### config.mk
export PLATFORM = sky130hd
export DESIGN_NAME = power_unit
export DESIGN_NICKNAME = d
export VERILOG_FILES = /design/src/rtl/power_pkg.sv /design/src/rtl/power_mul.sv /design/src/rtl/power_unit.sv
export SDC_FILE = /design/constraint.sdc
export NUM_CORES = 1
export LEC_CHECK = 0
export ABC_CLOCK_PERIOD_IN_PS = 5520
export BUFFER_PORTS_ARGS = -buffer_cell sky130_fd_sc_hd__buf_2
export CORE_ASPECT_RATIO = 1.75
export CORE_MARGIN = 3
export CORE_UTILIZATION = 35
export CTS_CLUSTER_DIAMETER = 60
export DETAILED_ROUTE_END_ITERATION = 10
export PLACE_DENSITY = 0.55
export SLEW_MARGIN = 40
export SYNTH_ARGS = -nofsm -noshare
export SYNTH_HDL_FRONTEND = slang
export SYNTH_HIERARCHICAL = 1
export SYNTH_SLANG_ARGS = --single-unit
### constraint.sdc
create_clock -name clk -period 5.52 [get_ports clk]
set_input_delay 0.828 -clock clk [delete_from_list [all_inputs] [get_ports clk]]
set_output_delay 0.828 -clock clk [all_outputs]
set_load 0.01 [all_outputs]
### src/rtl/power_pkg.sv
// power_pkg -- shared types and constants for the power_unit slice.
//
// Contents:
//   IN_W, EXP_W, OUT_W  widths of base X, exponent N and result
//   PROD_W              width of the full acc*X product
//   SAT_MAX             saturation value loaded when a product overflows
//                       (used only when POWER_UNIT_OVF_EN is defined)
//   state_t             controller states IDLE / CALC / DONE
package power_pkg;

    localparam int IN_W   = 10;
    localparam int EXP_W  = 3;
    localparam int OUT_W  = 20;
    localparam int PROD_W = OUT_W + IN_W;

    localparam logic [OUT_W-1:0] SAT_MAX = 20'hFFFFF;

    typedef enum logic [1:0] {
        IDLE = 2'd0,
        CALC = 2'd1,
        DONE = 2'd2
    } state_t;

endpackage

### src/rtl/power_mul.sv
// power_mul -- combinational 20x10 unsigned multiply step for power_unit.
//
// Build option: POWER_UNIT_OVF_EN selects saturation to SAT_MAX on overflow;
// without it the product wraps modulo 2^OUT_W.
//
// Ports:
//   a    [OUT_W-1:0]  in   running accumulator
//   b    [IN_W-1:0]   in   base X
//   p    [OUT_W-1:0]  out  next accumulator (saturated or truncated)
//   ovf               out  full product does not fit in OUT_W bits
module power_mul
    import power_pkg::*;
(
    input  logic [OUT_W-1:0] a,
    input  logic [IN_W-1:0]  b,
    output logic [OUT_W-1:0] p,
    output logic             ovf
);

    logic [PROD_W-1:0] full;

    assign full = PROD_W'(a) * PROD_W'(b);
    assign ovf  = |full[PROD_W-1:OUT_W];

`ifdef POWER_UNIT_OVF_EN
    assign p = ovf ? SAT_MAX : full[OUT_W-1:0];
`else
    assign p = full[OUT_W-1:0];
`endif

endmodule

### src/rtl/power_unit.sv
// power_unit -- sequential X^N engine, one multiply per cycle.
//
// A request in IDLE captures X and N; the unit then spends N cycles in CALC
// multiplying the accumulator by X and one cycle in DONE presenting the
// result, so out_valid rises N+1 cycles after in_valid. Requests arriving
// while busy (including the DONE cycle) are dropped.
//
// Build option: POWER_UNIT_OVF_EN enables saturation and the out_ovf port.
//
// Ports:
//   clk        in   clock, rising edge
//   rst        in   synchronous active-high reset
//   in_valid   in   one-cycle request strobe
//   in_data_1  in   base X (unsigned, IN_W bits)
//   in_data_2  in   exponent N (unsigned, EXP_W bits)
//   busy       out  state is not IDLE
//   out_valid  out  one-cycle result strobe (DONE state)
//   out_data   out  result X^N, held until the next DONE
//   out_ovf    out  result saturated (only with POWER_UNIT_OVF_EN)
module power_unit
    import power_pkg::*;
(
    input  logic             clk,
    input  logic             rst,
    input  logic             in_valid,
    input  logic [IN_W-1:0]  in_data_1,
    input  logic [EXP_W-1:0] in_data_2,
    output logic             busy,
    output logic             out_valid,
    output logic [OUT_W-1:0] out_data
`ifdef POWER_UNIT_OVF_EN
    ,
    output logic             out_ovf
`endif
);

    state_t           state;
    state_t           state_next;
    logic [IN_W-1:0]  x;
    logic [OUT_W-1:0] acc;
    logic [EXP_W-1:0] cnt;
    logic [OUT_W-1:0] mul_p;
    logic             mul_ovf;
    logic             last_step;

    power_mul u_mul (
        .a   (acc),
        .b   (x),
        .p   (mul_p),
        .ovf (mul_ovf)
    );

    assign last_step = (cnt == EXP_W'(1));
    assign busy      = (state != IDLE);
    assign out_valid = (state == DONE);

    // NOTE: every signal assigned in always_comb gets a default first, so no
    // path through the case can leave it unassigned and infer a latch.
    always_comb begin
        state_next = state;
        unique case (state)
            IDLE: if (in_valid) state_next = (in_data_2 == '0) ? DONE : CALC;
            CALC: if (last_step) state_next = DONE;
            DONE: state_next = IDLE;
            default: state_next = IDLE;
        endcase
    end

    // NOTE: sequential state uses non-blocking assignments so every register
    // samples the pre-edge values regardless of statement order.
    always_ff @(posedge clk) begin
        if (rst) state <= IDLE;
        else     state <= state_next;
    end

`ifdef POWER_UNIT_OVF_EN
    logic ovf;
    logic ovf_next;

    // Sticky: once any step saturates, the whole result is flagged.
    assign ovf_next = ovf | mul_ovf;

    always_ff @(posedge clk) begin
        if (rst) begin
            ovf     <= 1'b0;
            out_ovf <= 1'b0;
        end else begin
            unique case (state)
                IDLE: if (in_valid) begin
                    ovf <= 1'b0;
                    if (in_data_2 == '0) out_ovf <= 1'b0;
                end
                CALC: begin
                    ovf <= ovf_next;
                    if (last_step) out_ovf <= ovf_next;
                end
                default: ;
            endcase
        end
    end
`else
    logic ovf_unused;
    assign ovf_unused = mul_ovf;
`endif

    // out_data is loaded on the edge that enters DONE, so it is already
    // valid during the DONE cycle and simply holds afterwards.
    always_ff @(posedge clk) begin
        if (rst) begin
            x        <= '0;
            acc      <= '0;
            cnt      <= '0;
            out_data <= '0;
        end else begin
            unique case (state)
                IDLE: if (in_valid) begin
                    x   <= in_data_1;
                    acc <= OUT_W'(1);
                    cnt <= in_data_2;
                    if (in_data_2 == '0) out_data <= OUT_W'(1);
                end
                CALC: begin
                    acc <= mul_p;
                    cnt <= cnt - 1'b1;
                    if (last_step) out_data <= mul_p;
                end
                default: ;
            endcase
        end
    end

endmodule

==> results.tsv, run 1 <==
metric	value	unit
cp-end-kind	register	
die_x	110	um
cp_slowest_cell	fa_1	
fin_area	0.00734	mm2
cts_root_buffer	clkbuf_16	
drv_slew	0	
core_area	0.0182	mm2
ant_nets	0	
port_buffers	37	
p_comb_share	15.8	%
hold_buffers	0	
synth_fp_nets	901	
wl_per_cell	16.2	um
detailed_place_hpwl	13300	um
area_delta_synth_final	11.5	%
htreeDepth	2	
clkTransAtPathRegs	0.08	ns
cts_tree	done	
antenna_found_initial	0	
hold_start	out_data[18]	
hold_violations	0	
finalCritPeriodShare	94.7	%
initial_core_util	36.1	%
startpoint_type	register	
swShare	28.4	%
maxCapViolations	0	
stdcell_count	994	
max_freq	0.191	GHz
slowest_delay	0.59	ns
worst_skew_pair.late_latency	0.30	ns
critPathRequiredTime	5.75	ns
fin_crit	5.23	ns
p_sw	0.000271	W
path_common_cell	fa_1	
p_int	0.000682	W
vias_per_cell	4.92	
hp-class	register to register	
first_global_vias	5474	
outcome	finished clean	
holdPathStages	2	
num_vias	4886	
dp_cells	987	
grt-ovfl-total	0	
placed_cell_area	0.00713	mm2
max-vdd-ir-drop	147	uV
regArea	0.00111	mm2
crit_fanout	19	
whs_endpoint	out_data[18]	
gp_congestion	0.835	
grt_usage	17.0	%
p_leak	3.53	nW
r2r_slack	0.29	ns
setup_viol	0	
finClkSkew	0.00557	ns
final_nets	923	
rows	65	
drtIter0Drc	147	
final_cell_mix	112 x inv_1, 111 x nand2_1, 110 x fa_1	
tns	0	ns
r2r_cells	18	
seqPwrFrac	45.8	%
syn_inst	738	
grt_pass1_wl	27700	um
syn_area	0.00659	mm2
io_pins	38	
fin_util	40.3	%
layout.cells.most_common	inv_1	
final_layout_size_suffix_gt1_share	12.9	%
clock-sinks	55	
dr.pass1.iters	4	
route.detailed.drc	0	
clockPowerShare	38.4	%
die_area	0.0206	mm2
grt_max_degree	42	
fill_cells	1905	
wl	16100	um
critPathArrivalTime	5.46	ns
worst_slew_pin_slew	0.792	ns
cp_cell_sequence	buf_12 -> nand2_1 -> fa_1 -> inv_1 -> fa_1 -> fa_1 -> fa_1 -> fa_1 -> ha_1 -> a21o_1 -> a31oi_1 -> o21a_1 -> a21boi_1 -> o21a_1 -> o21a_1 -> o211ai_1 -> nand3_1 -> mux2i_1	
power_density	130	mW/mm2
postSynthAreaPerCell	8.92	um2
multi_input_area	0.00489	mm2
critPathKind	register to register	
slew_headroom	47.2	%
cts_made_buffers	5	
r2r-end	out_data[19]	
insertedDiodeCount	0	
regToRegStartpoint	x[1]	
ys_warn_count	6	
die-height	187	um
clockBufferDepth	2	
==> sequential cells by signal, summed over array words and instances, names as in the netlist <==
name / cells
state: 2
cnt: 3
x: 10
acc: 20
out_data: 20
==> layer usage <==
| metal | up-vias | part of all wire (%) | GRT usage, % |
|---|---|---|---|
| met5 | - | 0 | 0 |
| met1 | 2449 | 40 | 20.0 |
| met3 | 28 | 2.3 | 1.69 |
| met2 | 87 | 55 | 31.5 |
| li1 | 2322 | - | - |
| met4 | 0 | 2.8 | 5.38 |
==> layout make-up <==
cell class	instances	area share (%)
Clock inverter	2	0.511
Timing Repair Buffer	67	6.27
Inverter	112	5.73
Multi-Input combinational cell	519	66.6
Clock buffer	5	1.70
Tap cell	234	3.99
Sequential cell	55	15.2
==> metrics by stage <==
step	power, W	setup slack (ns)	hold WS [ns]
6_report	0.000953	0.294	0.456
3_3_place_gp	0.000598	0.188	0.441
4_1_cts	0.000963	0.154	0.460
5_1_grt	0.000994	-0.00893	0.480
2_1_floorplan	0.000535	0.508	0.432
3_5_place_dp	0.000596	0.183	0.444
==> critical path: cells and delay by family (launching register included) <==
family	cells	cell delay, ns
compound gates	7	1.28
fa+ha+maj	6	2.89
buf+inv	2	0.25
flops	1	0.38
mux	1	0.14
simple gates	2	0.22
==> power by group through the flow <==
stage	combinational [W]	sequential, W	clock, W
floorplan	0.000109	0.000426	0
global placement	0.000151	0.000446	0
detailed placement	0.000150	0.000446	0
CTS	0.000152	0.000437	0.000375
global route	0.000166	0.000440	0.000387
finish	0.000150	0.000437	0.000366
==> worst max path at each step <==
stage | startpoint | to | slack (ns) | depth (start not counted)
floorplan | x[1] | acc[16] | 0.51 | 20
global placement | acc[7] | out_data[18] | 0.19 | 17
detailed placement | acc[9] | out_data[19] | 0.18 | 19
CTS | acc[7] | acc[19] | 0.15 | 19
global route | x[3] | acc[19] | -0.009 | 18
finish | x[1] | out_data[19] | 0.29 | 18
==> timing repair <==
action / in CTS / in global routing
gates resized for setup: 0 / 13
endpoints found under the hold margin: 0 / 0
endpoints found under the setup margin: 0 / 8
buffers inserted: 0 / 0
(Power assumes the default switching activity.)
==> run 2: changes to the inputs <==
Settings changed: ABC_CLOCK_PERIOD_IN_PS 5520 to 6600.
Clock period 5.52 ns to 6.6 ns, I/O delays scaled along.
==> results.tsv, run 2 (synthesized netlist as in run 1, its figures left out) <==
metric	value	unit
initial_core_util	36.1	%
grt_pass1_wl	26900	um
dr.pass1.iters	5	
finClkSkew	0.00524	ns
post_cts_buffers	0	
first_global_vias	5286	
vias_per_cell	4.91	
layout.cells.most_common	inv_1	
insertedDiodeCount	0	
regToRegStartpoint	x[1]	
final_cell_mix	112 x inv_1, 111 x nand2_1, 110 x fa_1	
grt_setup_unrepaired	no	
drtIter0Drc	179	
fin_crit	5.73	ns
path_common_cell	fa_1	
p_comb_share	13.4	%
cp_cell_sequence	nand2_1 -> fa_1 -> inv_1 -> fa_1 -> inv_1 -> fa_1 -> fa_1 -> fa_1 -> inv_1 -> ha_1 -> nand3_1 -> nor4_1 -> o21ai_1 -> a21boi_0 -> o21a_1 -> o21a_1 -> o211ai_1 -> a22oi_1 -> nor2_1	
critical-path-top-delay-family	adder cells	
p_int	0.000526	W
clockPowerShare	37.4	%
antenna_found_initial	0	
io_pins	38	
critPathRequiredTime	6.79	ns
cts_made_buffers	5	
fin_area	0.00705	mm2
critPathKind	register to register	
cts_root_buffer	clkbuf_16	
htreeDepth	2	
hold_buffers	0	
hp-class	register to register	
cp_slowest_cell	dfxtp_1	
fill_cells	1903	
post_cts_resized	0	
die-height	187	um
max-vdd-ir-drop	97.2	uV
largestRegisters	acc: 20 flops, out_data: 20 flops, x: 10 flops	
critPathArrivalTime	5.91	ns
hold_violations	0	
finalCritPeriodShare	86.7	%
crit_fanout	20	
swShare	30.9	%
final_nets	899	
detailed_place_hpwl	12300	um
tns	0	ns
placed_cell_area	0.00690	mm2
num_vias	4763	
grt-ovfl-total	0	
slew_headroom	44.5	%
clkTransAtPathRegs	0.08	ns
core_area	0.0182	mm2
area_delta_synth_final	7.09	%
final_layout_size_suffix_gt1_share	8.55	%
seqPwrFrac	49.3	%
die_x	110	um
worst_slew_pin_slew	0.831	ns
clockBufferDepth	2	
critical_path_buf_inv_count	3	
max_freq	0.175	GHz
worst_skew_pair.late_latency	0.30	ns
maxCapViolations	0	
rows	65	
wl_per_cell	15.8	um
route.detailed.drc	0	
drv_slew	0	
p_leak	3.39	nW
power_density	108	mW/mm2
grt_max_degree	42	
wl	15300	um
holdPathStages	2	
r2r_slack	0.87	ns
clock-sinks	55	
grt_usage	16.2	%
slowest_delay	0.87	ns
setup_viol	0	
outcome	finished clean	
cts_tree	done	
die_area	0.0206	mm2
r2r-end	acc[19]	
cp-end-kind	register	
p_sw	0.000235	W
gp_congestion	0.796	
hold_start	cnt[1]	
r2r_cells	19	
whs_endpoint	cnt[1]	
ant_nets	0	
startpoint_type	register	
port_buffers	37	
## run 2: routing by layer
layer  track usage [%]  part of all wire, %
met1              19.9                   41
met2              29.8                   55
met3              1.80                  3.0
met4              3.65                  1.3
met5                 0                    0
## run 2: how the worst max path moves through the flow
stage / start / to / slack [ns] / depth (start not counted)
global placement: x[2] / out_data[16] / 0.96 / 19
finish: x[1] / acc[19] / 0.87 / 19
detailed placement: x[1] / out_data[16] / 0.91 / 19
floorplan: x[1] / acc[16] / 1.59 / 20
CTS: x[1] / out_data[16] / 0.89 / 19
global route: x[1] / out_data[16] / 0.51 / 19
## run 2: worst reg2reg max path, delay by kind of cell, from the launching register on
kind,cells,cell delay (ns)
adders and majority gates,6,2.91
buffers and inverters,3,0.15
and+or+nand+nor,4,0.67
DFF,1,0.87
AOI/OAI and AO/OA,6,1.01
## run 2: layout make-up
| type | count | area (um2) | area share, % |
|---|---|---|---|
| clock inverter | 3 | 22.5 | 0.319 |
| sequential | 55 | 1100 | 15.6 |
| clock buffer | 5 | 125 | 1.77 |
| multi-input combinational | 519 | 4860 | 68.9 |
| tap | 234 | 293 | 4.15 |
| inverter | 112 | 420 | 5.96 |
| timing repair buffer | 43 | 230 | 3.26 |
## run 2: power groups by stage
stage / clock [W] / sequential [W] / combinational (W)
floorplan: 0 / 0.000357 / 0.0000909
global placement: 0 / 0.000384 / 0.000103
detailed placement: 0 / 0.000384 / 0.000102
CTS: 0.000296 / 0.000376 / 0.000103
global route: 0.000308 / 0.000379 / 0.000114
finish: 0.000284 / 0.000375 / 0.000102
## run 2: through the flow
| stage | hold WS, ns | setup slack, ns | total power (W) | cells | util (%) |
|---|---|---|---|---|---|
| floorplan | 0.432 | 1.59 | 0.000448 | 738 | - |
| global placement | 0.442 | 0.962 | 0.000486 | 963 | 37.9 |
| detailed placement | 0.444 | 0.908 | 0.000485 | 963 | 37.9 |
| CTS | 0.458 | 0.886 | 0.000774 | 971 | 38.7 |
| global route | 0.478 | 0.512 | 0.000801 | 971 | 38.7 |
| finish | 0.456 | 0.875 | 0.000761 | 971 | 38.7 |
